--- src/rtl/sync_meas_counter_if.sv ---
// Strobe / result bundle between the SDR_SYNC state machine, the
// measurement counter and the consumer of the captured result.
interface sync_meas_counter_if #(
  parameter int WIDTH = 32,
  parameter int SEQ_W = 8
);
  logic             E;
  logic             L;
  logic             U_D;
  logic             meas_ack;
  logic [WIDTH-1:0] count_o;
  logic [WIDTH-1:0] meas_o;
  logic             meas_valid;
  logic [SEQ_W-1:0] meas_seq;
  logic             sat;
  logic             meas_sat;
  logic             overrun;
  logic             busy;

  // Driver side: state machine strobes plus the result consumer's ack.
  modport master (
    output E, L, U_D, meas_ack,
    input  count_o, meas_o, meas_valid, meas_seq, sat, meas_sat, overrun, busy
  );

  // Counter side.
  modport slave (
    input  E, L, U_D, meas_ack,
    output count_o, meas_o, meas_valid, meas_seq, sat, meas_sat, overrun, busy
  );
endinterface

--- src/rtl/sync_meas_counter.sv ---
// Saturating up/down window counter. Counts while E is high, captures the
// final count on E's falling edge and offers it through a valid/ack
// handshake with a sequence number and a sticky overrun flag.
module sync_meas_counter #(
  parameter int               WIDTH    = 32,
  parameter logic [WIDTH-1:0] LOAD_VAL = '0,
  parameter int               SEQ_W    = 8
) (
  input  logic              CLK,
  input  logic              RSET,
  sync_meas_counter_if.slave bus
);
  localparam logic [WIDTH-1:0] CNT_MAX = '1;

  logic [WIDTH-1:0] cnt_q, cnt_d;
  logic             sat_q, sat_d;
  logic             e_d_q, e_d_d;
  logic             busy_q, busy_d;
  logic [WIDTH-1:0] meas_o_q, meas_o_d;
  logic             meas_valid_q, meas_valid_d;
  logic [SEQ_W-1:0] meas_seq_q, meas_seq_d;
  logic             meas_sat_q, meas_sat_d;
  logic             overrun_q, overrun_d;
  logic             capture;

  // Falling E is a capture even when L rises in the same cycle: the
  // window's count (pre-load value) is what gets captured.
  assign capture = e_d_q & ~bus.E;

  // Next-state: counter with load priority, capture and handshake.
  always_comb begin
    cnt_d        = cnt_q;
    sat_d        = sat_q;
    e_d_d        = bus.E;
    busy_d       = bus.E;
    meas_o_d     = meas_o_q;
    meas_valid_d = meas_valid_q;
    meas_seq_d   = meas_seq_q;
    meas_sat_d   = meas_sat_q;
    overrun_d    = overrun_q;

    if (bus.L) begin
      cnt_d = LOAD_VAL;
      sat_d = 1'b0;
    end else if (bus.E) begin
      if (bus.U_D) begin
        if (cnt_q == CNT_MAX) sat_d = 1'b1;
        else                  cnt_d = cnt_q + WIDTH'(1);
      end else begin
        if (cnt_q == '0) sat_d = 1'b1;
        else             cnt_d = cnt_q - WIDTH'(1);
      end
    end

    if (capture) begin
      // A same-cycle ack frees the slot, so the new sample is accepted.
      if (!meas_valid_q || bus.meas_ack) begin
        meas_o_d     = cnt_q;
        meas_sat_d   = sat_q;
        meas_valid_d = 1'b1;
        meas_seq_d   = meas_seq_q + SEQ_W'(1);
      end else begin
        overrun_d = 1'b1;
      end
    end else if (meas_valid_q && bus.meas_ack) begin
      meas_valid_d = 1'b0;
    end
  end

  // State register; reset forces e_d low so no capture comes from reset.
  always_ff @(posedge CLK) begin
    if (RSET) begin
      cnt_q        <= LOAD_VAL;
      sat_q        <= 1'b0;
      e_d_q        <= 1'b0;
      busy_q       <= 1'b0;
      meas_o_q     <= '0;
      meas_valid_q <= 1'b0;
      meas_seq_q   <= '0;
      meas_sat_q   <= 1'b0;
      overrun_q    <= 1'b0;
    end else begin
      cnt_q        <= cnt_d;
      sat_q        <= sat_d;
      e_d_q        <= e_d_d;
      busy_q       <= busy_d;
      meas_o_q     <= meas_o_d;
      meas_valid_q <= meas_valid_d;
      meas_seq_q   <= meas_seq_d;
      meas_sat_q   <= meas_sat_d;
      overrun_q    <= overrun_d;
    end
  end

  assign bus.count_o    = cnt_q;
  assign bus.sat        = sat_q;
  assign bus.busy       = busy_q;
  assign bus.meas_o     = meas_o_q;
  assign bus.meas_valid = meas_valid_q;
  assign bus.meas_seq   = meas_seq_q;
  assign bus.meas_sat   = meas_sat_q;
  assign bus.overrun    = overrun_q;
endmodule

--- src/flat_wrapper.sv ---
// flat-port wrapper written by rule: the top's interface ports become plain ports
module sync_meas_counter_flat 
#(
  parameter int               WIDTH    = 32,
  parameter logic [WIDTH-1:0] LOAD_VAL = '0,
  parameter int               SEQ_W    = 8
)
  (CLK, RSET, bus_E, bus_L, bus_U_D, bus_meas_ack, bus_count_o, bus_meas_o, bus_meas_valid, bus_meas_seq, bus_sat, bus_meas_sat, bus_overrun, bus_busy);
  sync_meas_counter_if #(.WIDTH(WIDTH), .SEQ_W(SEQ_W)) bus_i ();
  input  logic CLK;
  input  logic RSET;
  input wire logic [$bits(bus_i.E)-1:0] bus_E;
  input wire logic [$bits(bus_i.L)-1:0] bus_L;
  input wire logic [$bits(bus_i.U_D)-1:0] bus_U_D;
  input wire logic [$bits(bus_i.meas_ack)-1:0] bus_meas_ack;
  output wire logic [$bits(bus_i.count_o)-1:0] bus_count_o;
  output wire logic [$bits(bus_i.meas_o)-1:0] bus_meas_o;
  output wire logic [$bits(bus_i.meas_valid)-1:0] bus_meas_valid;
  output wire logic [$bits(bus_i.meas_seq)-1:0] bus_meas_seq;
  output wire logic [$bits(bus_i.sat)-1:0] bus_sat;
  output wire logic [$bits(bus_i.meas_sat)-1:0] bus_meas_sat;
  output wire logic [$bits(bus_i.overrun)-1:0] bus_overrun;
  output wire logic [$bits(bus_i.busy)-1:0] bus_busy;
  assign bus_i.E = bus_E;
  assign bus_i.L = bus_L;
  assign bus_i.U_D = bus_U_D;
  assign bus_i.meas_ack = bus_meas_ack;
  assign bus_count_o = bus_i.count_o;
  assign bus_meas_o = bus_i.meas_o;
  assign bus_meas_valid = bus_i.meas_valid;
  assign bus_meas_seq = bus_i.meas_seq;
  assign bus_sat = bus_i.sat;
  assign bus_meas_sat = bus_i.meas_sat;
  assign bus_overrun = bus_i.overrun;
  assign bus_busy = bus_i.busy;
  sync_meas_counter #(.WIDTH(WIDTH), .LOAD_VAL(LOAD_VAL), .SEQ_W(SEQ_W)) u_core (.CLK(CLK), .RSET(RSET), .bus(bus_i));
endmodule
--- config.mk ---
export PLATFORM = sky130hd
export DESIGN_NAME = sync_meas_counter_flat
export DESIGN_NICKNAME = d
export VERILOG_FILES = /design/src/rtl/sync_meas_counter_if.sv /design/src/rtl/sync_meas_counter.sv /design/src/flat_wrapper.sv
export SDC_FILE = /design/constraint.sdc
export NUM_CORES = 1
export LEC_CHECK = 0
export ABC_CLOCK_PERIOD_IN_PS = 3400
export CORE_AREA = 10 10 92 135
export CTS_CLUSTER_DIAMETER = 150
export CTS_CLUSTER_SIZE = 24
export DETAILED_ROUTE_END_ITERATION = 7
export DIE_AREA = 0 0 102 145
export GPL_ROUTABILITY_DRIVEN = 1
export PLACE_DENSITY_LB_ADDON = 0.12
export SYNTH_ARGS = -nofsm -noshare
export SYNTH_HDL_FRONTEND = slang
export SYNTH_SLANG_ARGS = --single-unit
--- constraint.sdc ---
create_clock -name CLK -period 3.4 [get_ports CLK]
set_clock_uncertainty 0.15 [all_clocks]
set_input_delay 0.68 -clock CLK [delete_from_list [all_inputs] [get_ports CLK]]
set_output_delay 0.68 -clock CLK [all_outputs]
set_load 0.03 [all_outputs]
==> results.yml <==
run_status:
  outcome: "finished clean"
placed_design:
  gp_congestion: 0.898
  post-place-cells: 851
  dp.final_hpwl_um: 11200
  portBuffers: 82
  place_area_sq_mm: 0.00607
setup_path:
  r2r_cells: 10
  reg2reg_to: "u_core.bus.count_o[28]$_SDFFE_PP0P_"
  r2r_slack_ps: 480
  critPathKind: "in2reg"
  cp_data_arrival_time_ps: 3010
  rr_startpoint: "u_core.bus.count_o[1]$_SDFFE_PP0P_"
  path_max_fanout: 7
  end_kind: "flip-flop"
  worstSetupStartpointType: "input pin"
  crit_required_ps: 3450
synth:
  yosysSeqAreaShare_pct: 32.6
  yosysUniqueCellTypes: 59
  avgSynthCellArea_sq_um: 7.73
  yosys_warnings: 0
  synth-edff-count: 0
  netlist_instances: 611
  async_flop_share_pct: 0
  synthFlopType: "dfxtp_1"
  synth.ff_latch_count: 77
  synth_area_sq_mm: 0.00472
  syn_nets: 649
final_layout:
  drive_gt1_share_pct: 16.2
  fin_area_sq_mm: 0.00651
  final_cells: 869
  fillers: 865
  final_common_cell: "nand2_1"
  area_growth_pct: 37.9
  num-nets-final: 785
  final_cell_mix: "nand2_1, a21oi_1, clkdlybuf4s50_1"
  seq_area_sq_mm: 0.00154
  diodes: 0
  multi_input_area_sq_mm: 0.00305
clock_network:
  cts_tree: "yes"
  cts.htree.levels: 3
  cts_made_buffers: 9
  insertion_delay_ps: 340
  clkSinkCount: 77
  cts.clk_slew.worst_paths_ps: 60
  cts_root_buf: "clkbuf_16"
  clk_path_buf_depth: 2
grt:
  gr-usage-all-layers_pct: 19.8
  grt_pass1_wl_um: 24100
  grt_pass1_vias: 4943
  antenna_found_initial: 0
  grt_overflow: 0
  grt_max_degree: 33
drt:
  routed_via_density: 5.71
  avgRoutedWirePerCell_um: 17.2
  ant_nets: 0
  dr.pass1.iters: 5
  dr.first_iter.drc_count: 383
  vias: 4961
  drt_wl_total_um: 15000
  drcViolationCount: 0
power_and_ir_drop:
  sw_frac_of_total_pct: 30.6
  pwr_density_cell_mw_per_mm2: 392
  p_switching_mw: 0.781
  seqPwrFrac_pct: 38.2
  p_int_mw: 1.77
  p_comb_share_pct: 23.8
  total_power_mw: 2.55
  ir_drop_mv: 0.251
  clockPowerShare_pct: 38.1
  p_leak_nw: 2.62
floorplanning:
  dieArea_sq_mm: 0.0148
  ios: 83
  core_sq_mm: 0.0100
  fp.dieH_um: 145
  start_util_pct: 47.1
  placementRows: 45
  die_w_um: 102
timing:
  worst_pin_slew_ps: 718
  rsz0062_at_grt: "false"
  relSlewSlack_pct: 52.1
  hold_viol: 0
  finalSetupViolations: 0
  fin_crit_ps: 2960
  max_freq_mhz: 338
  slew_violations: 0
  fin_crit_sh_pct: 87.1
hold_path:
  worstHoldEndpoint: "u_core.bus.meas_o[31]$_SDFFE_PP0P_"
  worst_hold_path.num_cells: 2
  min_path_type: "reg2reg"
  hp-start: "u_core.bus.meas_o[31]$_SDFFE_PP0P_"
run:
  max-cap-violations: 0
what timing repair did:
item                       in CTS  in global routing
gates resized for setup         0                 16
setup endpoints to repair       0                  9
buffers inserted                0                  1
hold buffers                    0                  0
metal layers:
layer	global-route usage, %	share of wire, %	vias up
met3	3.42	5.4	31
met1	22.7	41	2322
met2	34.3	50	152
met5	0	0	-
met4	9.14	2.8	0
li1	-	-	2456
cells by family after synthesis:
group / count (synthesis) / synth area share [%]
AO/OA/AOI/OAI: 171 / 22.8
XOR/XNOR: 25 / 4.64
adder cells (fa/ha/maj): 32 / 8.64
buffers and inverters: 45 / 4.95
flip-flops: 77 / 32.6
multiplexers: 6 / 1.30
AND/OR/NAND/NOR: 255 / 25.0
sequential cells by signal (all words and copies together), names as in the netlist:
| register | count |
|---|---|
| u_core.bus.count_o | 32 |
| u_core.bus.meas_o | 32 |
| u_core.bus.meas_sat | 1 |
| u_core.bus.meas_seq | 8 |
| u_core.bus.meas_valid | 1 |
| u_core.bus.overrun | 1 |
| u_core.bus.sat | 1 |
| u_core.e_d_q | 1 |
Yosys cell counts (2+ instances only):
| library cell | instances | area share [%] |
|---|---|---|
| inv_1 | 11 | 0.87 |
| clkbuf_1 | 19 | 1.5 |
| buf_6 | 4 | 0.95 |
| xnor2_1 | 15 | 2.8 |
| buf_2 | 2 | 0.21 |
| nor4_1 | 10 | 1.3 |
| a21oi_1 | 92 | 9.8 |
| o31ai_1 | 2 | 0.32 |
| and3_1 | 9 | 1.2 |
| mux2i_1 | 5 | 1.1 |
| o21a_1 | 5 | 0.79 |
| nand2_1 | 118 | 9.4 |
| dfxtp_1 | 77 | 33 |
| xor2_1 | 10 | 1.9 |
| o41ai_2 | 2 | 0.69 |
| a31oi_1 | 5 | 0.66 |
| o21ai_0 | 15 | 1.6 |
| o21bai_1 | 2 | 0.32 |
| nand3_2 | 2 | 0.42 |
| nor2b_1 | 7 | 0.93 |
| o211ai_1 | 4 | 0.64 |
| or3_1 | 3 | 0.40 |
| o21ai_1 | 4 | 0.42 |
| buf_1 | 2 | 0.16 |
| nand3b_1 | 2 | 0.32 |
| ha_1 | 31 | 8.2 |
| nand3_1 | 19 | 2.0 |
| a211oi_1 | 7 | 1.1 |
| nand2b_1 | 5 | 0.66 |
| nor2_1 | 44 | 3.5 |
| buf_4 | 4 | 0.64 |
| nor3_1 | 14 | 1.5 |
| a211o_1 | 5 | 0.93 |
| nand4_1 | 16 | 2.1 |
| a21o_1 | 15 | 2.4 |
power by group through the flow:
stage	combinational, mW	clock [mW]	sequential [mW]
after floorplan	0.327	0	1.03
after global placement	0.570	0	0.991
after detailed placement	0.580	0	0.992
after CTS	0.583	0.987	0.971
after global routing	0.662	1.03	0.978
final	0.606	0.972	0.975
layout make-up:
class	count	share of cell area, %
Inverter	11	0.634
Timing Repair Buffer	159	22.0
Clock buffer	10	3.52
Multi-Input combinational cell	489	46.9
Sequential cell	77	23.7
Clock inverter	6	1.08
Tap cell	117	2.25
critical path: stages:
cell and delay (ps):
dlymetal6s2s_1 140, buf_4 170, fa_2 340, nand2b_4 150, a211o_1 270, a21o_1 230
a2111oi_4 450, o41ai_2 130, a21oi_1 170, mux2i_1 200, a21oi_1 80
per-stage QoR:
stage | util (%) | hold slack (ps) | setup TNS (ps) | worst slack, ps
CTS | 63.6 | 306 | 0 | 16.2
global route | 65.0 | 326 | 0 | 285
finish | 65.0 | 304 | 0 | 437
floorplan | - | 434 | 0 | 48.4
detailed placement | 60.6 | 298 | -2560 | -335
global placement | 60.6 | 293 | -1900 | -235
worst max-delay path by stage:
| stage | cells past startpoint | from | slack, ps | end |
|---|---|---|---|---|
| after global placement | 12 | bus_U_D | -230 | u_core.bus.count_o[30]$_SDFFE_PP0P_ |
| after CTS | 13 | bus_U_D | 20 | u_core.bus.count_o[31]$_SDFFE_PP0P_ |
| after floorplan | 11 | bus_U_D | 50 | u_core.bus.count_o[24]$_SDFFE_PP0P_ |
| after detailed placement | 12 | bus_U_D | -330 | u_core.bus.count_o[31]$_SDFFE_PP0P_ |
| after global routing | 10 | u_core.bus.count_o[1]$_SDFFE_PP0P_ | 280 | u_core.bus.count_o[28]$_SDFFE_PP0P_ |
| final | 11 | bus_U_D | 440 | u_core.bus.count_o[28]$_SDFFE_PP0P_ |
(Power assumes the default switching activity.)
